==> src/rtl/register_file.sv <==
// MIPS 32 x 32-bit general-purpose register file.
// Two combinational read ports, one rising-edge write port, register 0 hardwired to zero.
// $gp (28) and $sp (29) come out of reset at GP_INIT / SP_INIT; all other registers at 0.
// Reads never bypass a same-cycle write, which keeps the single-cycle datapath loop-free.
// Optional feature macro: REGFILE_DEBUG_PORT_EN adds a third read port (DbgReg/DbgData)
// and a free-running count of committed writes (WriteCount).
module register_file #(
   parameter int unsigned       DATA_W  = 32,
   parameter logic [DATA_W-1:0] GP_INIT = DATA_W'(32'h0000_1800),
   parameter logic [DATA_W-1:0] SP_INIT = DATA_W'(32'h0000_3FFC)
) (
   input  logic              clk,
   input  logic              rst_n,
   input  logic [4:0]        ReadReg1,
   input  logic [4:0]        ReadReg2,
   input  logic [4:0]        WriteReg,
   input  logic [DATA_W-1:0] WriteData,
   input  logic              RegWrite,
   output logic [DATA_W-1:0] ReadData1,
   output logic [DATA_W-1:0] ReadData2
`ifdef REGFILE_DEBUG_PORT_EN
   ,
   input  logic [4:0]        DbgReg,
   output logic [DATA_W-1:0] DbgData,
   output logic [31:0]       WriteCount
`endif
);

   localparam int unsigned ADDR_W   = 5;
   localparam int unsigned NUM_REGS = 32;
   localparam int unsigned GP_IDX   = 28;
   localparam int unsigned SP_IDX   = 29;

   // Register 0 has no storage; only entries 1..31 exist.
   logic [DATA_W-1:0] regs [1:NUM_REGS-1];

   logic write_en;

   // A write commits only for a non-zero destination.
   assign write_en = RegWrite && (WriteReg != ADDR_W'(0));

   // Storage update: async reset loads the boot image, otherwise rising-edge write.
   always_ff @(posedge clk or negedge rst_n) begin
      if (!rst_n) begin
         for (int i = 1; i < NUM_REGS; i++) begin
            if (i == GP_IDX)      regs[i] <= GP_INIT;
            else if (i == SP_IDX) regs[i] <= SP_INIT;
            else                  regs[i] <= '0;
         end
      end else if (write_en) begin
         regs[WriteReg] <= WriteData;
      end
   end

   // Combinational read port 1 (no write-through).
   always_comb begin
      ReadData1 = '0;
      if (ReadReg1 != ADDR_W'(0)) ReadData1 = regs[ReadReg1];
   end

   // Combinational read port 2 (no write-through).
   always_comb begin
      ReadData2 = '0;
      if (ReadReg2 != ADDR_W'(0)) ReadData2 = regs[ReadReg2];
   end

`ifdef REGFILE_DEBUG_PORT_EN
   // Debug read port follows the same rules as the functional ports.
   always_comb begin
      DbgData = '0;
      if (DbgReg != ADDR_W'(0)) DbgData = regs[DbgReg];
   end

   // Count of committed writes; wraps naturally at 32 bits.
   always_ff @(posedge clk or negedge rst_n) begin
      if (!rst_n)        WriteCount <= '0;
      else if (write_en) WriteCount <= WriteCount + 32'd1;
   end
`endif

endmodule

==> config.mk <==
export PLATFORM = sky130hd
export DESIGN_NAME = register_file
export DESIGN_NICKNAME = d
export VERILOG_FILES = /design/src/rtl/register_file.sv
export SDC_FILE = /design/constraint.sdc
export NUM_CORES = 2
export LEC_CHECK = 0
export ABC_AREA = 1
export CELL_PAD_IN_SITES_DETAIL_PLACEMENT = 0
export CELL_PAD_IN_SITES_GLOBAL_PLACEMENT = 1
export CORE_ASPECT_RATIO = 1.75
export CORE_MARGIN = 2
export CORE_UTILIZATION = 49
export DETAILED_ROUTE_END_ITERATION = 8
export GPL_ROUTABILITY_DRIVEN = 0
export PLACE_DENSITY = 0.94
export SYNTH_ARGS = -nofsm -noshare
export SYNTH_HDL_FRONTEND = slang
export SYNTH_SLANG_ARGS = --single-unit
==> constraint.sdc <==
create_clock -name clk -period 3.6 [get_ports clk]
set_input_delay 0.36 -clock clk [delete_from_list [all_inputs] [get_ports clk]]
set_output_delay 0.36 -clock clk [all_outputs]
set_load 0.01 [all_outputs]
==> results by group <==
Outcome
  • Status: complete, but fails checks
  • Failing checks: DRC

Yosys
  • Post-synthesis adder-cell area fraction: 0
  • FF+latch count, synth: 992
  • Ys async rst share: 1.00
  • Complex-gate fraction of the synthesized area: 0.0619
  • Synthesized area per cell: 6.62 µm²
  • Dominant cell type by area after synthesis: dfrtp_1
  • Post-synthesis mux area share: 0
  • Synth unique cells: 29
  • Synth top area cells: dfrtp_1, nand2_1, nand3_1
  • Sequential fraction of the synthesis area: 0.424
  • Synthesized area: 58600 µm²
  • Simple-gate share of the synthesized area: 0.411
  • Top_reg_cell synth: dfrtp_1
  • Main combinational cell family by area after synthesis: simple AND/OR/NAND/NOR gates
  • Yosys synthesis warning count: 0
  • Post-synth top area share: 0.417
  • Syn Nets: 8902
  • Post-synth EDFFs: 0
  • Gate Count Post-Synth: 8852
  • Xor-xnor portion of the synthesized cell area: 0

Critical path
  • CP Class: input pin to output pin
  • Crit end category: output pin
  • WP data required: 3.24 ns
  • Data arrival, critical path: 2.78 ns
  • Startpoint types: input pin
  • Max FO, Critical Path: 43

Power
  • Cell internal pwr: 21.8 mW
  • Maximum vdd drop: 0.394 mV
  • Design Power: 32.7 mW
  • Sequential power share: 0.451
  • Sw Ratio: 0.334
  • Clk pwr share: 0.328
  • LEAKAGE: 32.9 nW
  • Combinational fraction of design power: 0.220
  • Pwr dens: 511 nW/µm²
  • Sw Pwr: 10.9 mW

Run
  • Max-cap viol count: 0

Place
  • IO Port Bufs: 113
  • DP HPWL: 133000 µm
  • Worst slack at placement: 0.591 ns
  • Placement Cell Area: 60700 µm²
  • Placed insts: 9987

GRT
  • First-pass GRT wire length: 359000 µm
  • Largest net degree at the start of global routing: 127
  • GRT Overall Usage: 0.390
  • Antenna violations before repair: 13
  • Vias in the first global route: 58000
  • Grt ovf: 0

Floorplanning
  • Die area: 123000 µm²
  • Row count: 167
  • Starting density of the core: 0.495
  • Die width: 266 µm
  • DIE HEIGHT: 462 µm
  • Top Ports: 114
  • Core region area: 118000 µm²

Layout
  • Most common cell after layout, fill and taps aside: nand2_1
  • Fin util: 0.540
  • Layout cells sized above 1: 0.0555
  • Filler Cell Count: 11400
  • Cell Count, Final, Fillers Out: 10200
  • Most flop-heavy register: regs
  • Max FFs per register: 992
  • Most frequent cells in the layout: nand2_1, nand3_1, dfrtp_1
  • Area grow syn2layout: 9.14%
  • Fin nets: 8614
  • Biggest regs: regs: 992 flops
  • Cell area after layout: 64000 µm²

Clock tree
  • TritonCTS buffer count: 95
  • Setup bufs post-CTS: 0
  • Max Root-Sink Buffers: 3
  • Hold bufs inserted after CTS: 1
  • Root Buffer Master: clkbuf_16
  • Clock transition at path regs: 0.06 ns
  • H-tree levels: 3
  • Post-CTS Resized: 0
  • Worst skew pair latency: 0.76 ns
  • Clock Sinks: 992
  • TritonCTS clock tree: built

Min path
  • HP Class: input pin to async pin

Timing
  • Setup slack after layout: 0.458 ns
  • Max Fclk: 318 MHz
  • Worst Skew: 0 ns
  • Final Hold Fails: 0
  • Setup Viol. Count Final: 0
  • Final TNS setup: 0 ns
  • Relative slew slack: 0.381
  • Final period utilization: 0.873
  • Slew Limit Fails: 0
  • RSZ-0062 raised after global routing: no
  • Hold WS: 0.223 ns
  • Fin crit period: 3.14 ns
  • Worst Tran Pin Value: 0.929 ns

Routing
  • Iter 0 DRT Violations: 8387
  • Final wirelength: 240000 µm
  • Routed Antenna Nets: 0
  • Pre-antenna DRT Iters: 9
  • Vias per cell: 5.93
  • Vias post-DR: 60300
  • DRC violations left: 5
  • Post-DR wirelength/cell: 23.6 µm
[layout make-up]
| cell class | count | area [µm²] | share of cell area |
|---|---|---|---|
| Sequential cell | 992 | 24800 | 0.388 |
| Inverter | 668 | 2580 | 0.0403 |
| Antenna cell | 5 | 12.5 | 0.000195 |
| Timing Repair Buffer | 304 | 3620 | 0.0565 |
| Tap cell | 1521 | 1900 | 0.0297 |
| Multi-Input combinational cell | 6503 | 27800 | 0.435 |
| Clock inverter | 34 | 533 | 0.00833 |
| Clock buffer | 142 | 2700 | 0.0422 |
[routing by layer]
metal,GRT usage,vias to the layer above,share of wire
li1,-,27000,-
met1,0.466,28100,0.35
met2,0.617,4077,0.45
met3,0.0900,1122,0.12
met4,0.285,12,0.083
met5,0,-,0.00036
[cells in the mapped netlist, types with 21 or more instances]
cell / number
clkbuf_1: 399
a21oi_1: 260
buf_1: 66
inv_1: 652
buf_6: 101
nand2_4: 21
a21oi_2: 28
o21ai_0: 355
o21ai_1: 61
nand3_1: 1475
nor2_1: 161
buf_2: 116
nand2_1: 4101
dfrtp_1: 978
[worst max-delay path, cell delays in order]
cell and delay (ns):
buf_8 0.33, buf_4 0.66, nand3_1 0.16, nand3_1 0.14, nand3_1 0.08, nand3_1 0.23, nand2_1 0.23, clkdlybuf4s50_1 0.55
[path summary, 6_finish.rpt]
| check | start | endpoint | slack, ns | cells past startpoint |
|---|---|---|---|---|
| worst min-delay path | rst_n | regs[409] | 0.22 | 2 |
| worst min register to register | regs[543] | regs[543] | 0.47 | 2 |
| worst max-delay path | ReadReg1[1] | ReadData1[16] | 0.46 | 8 |
| min in group clk | WriteData[14] | regs[398] | 0.35 | 4 |
| worst max register to register | regs[107] | regs[107] | 2.72 | 2 |
| max in group asynchronous | rst_n | regs[76] | 2.25 | 4 |
[power groups by stage]
stage,Sequential [mW],Clock (mW),Combinational [mW]
after floorplan,14.5,0,5.02
final,14.8,10.7,7.21
after CTS,14.7,10.8,7.13
after global routing,15.0,11.2,8.16
after detailed placement,14.9,0,7.10
after global placement,14.8,0,6.92
[kinds of logic after synthesis]
family	Yosys count
compound gates	704
simple gates	5799
flops	992
buf+inv	1357
Note: power is estimated with default switching activity, not from simulation.
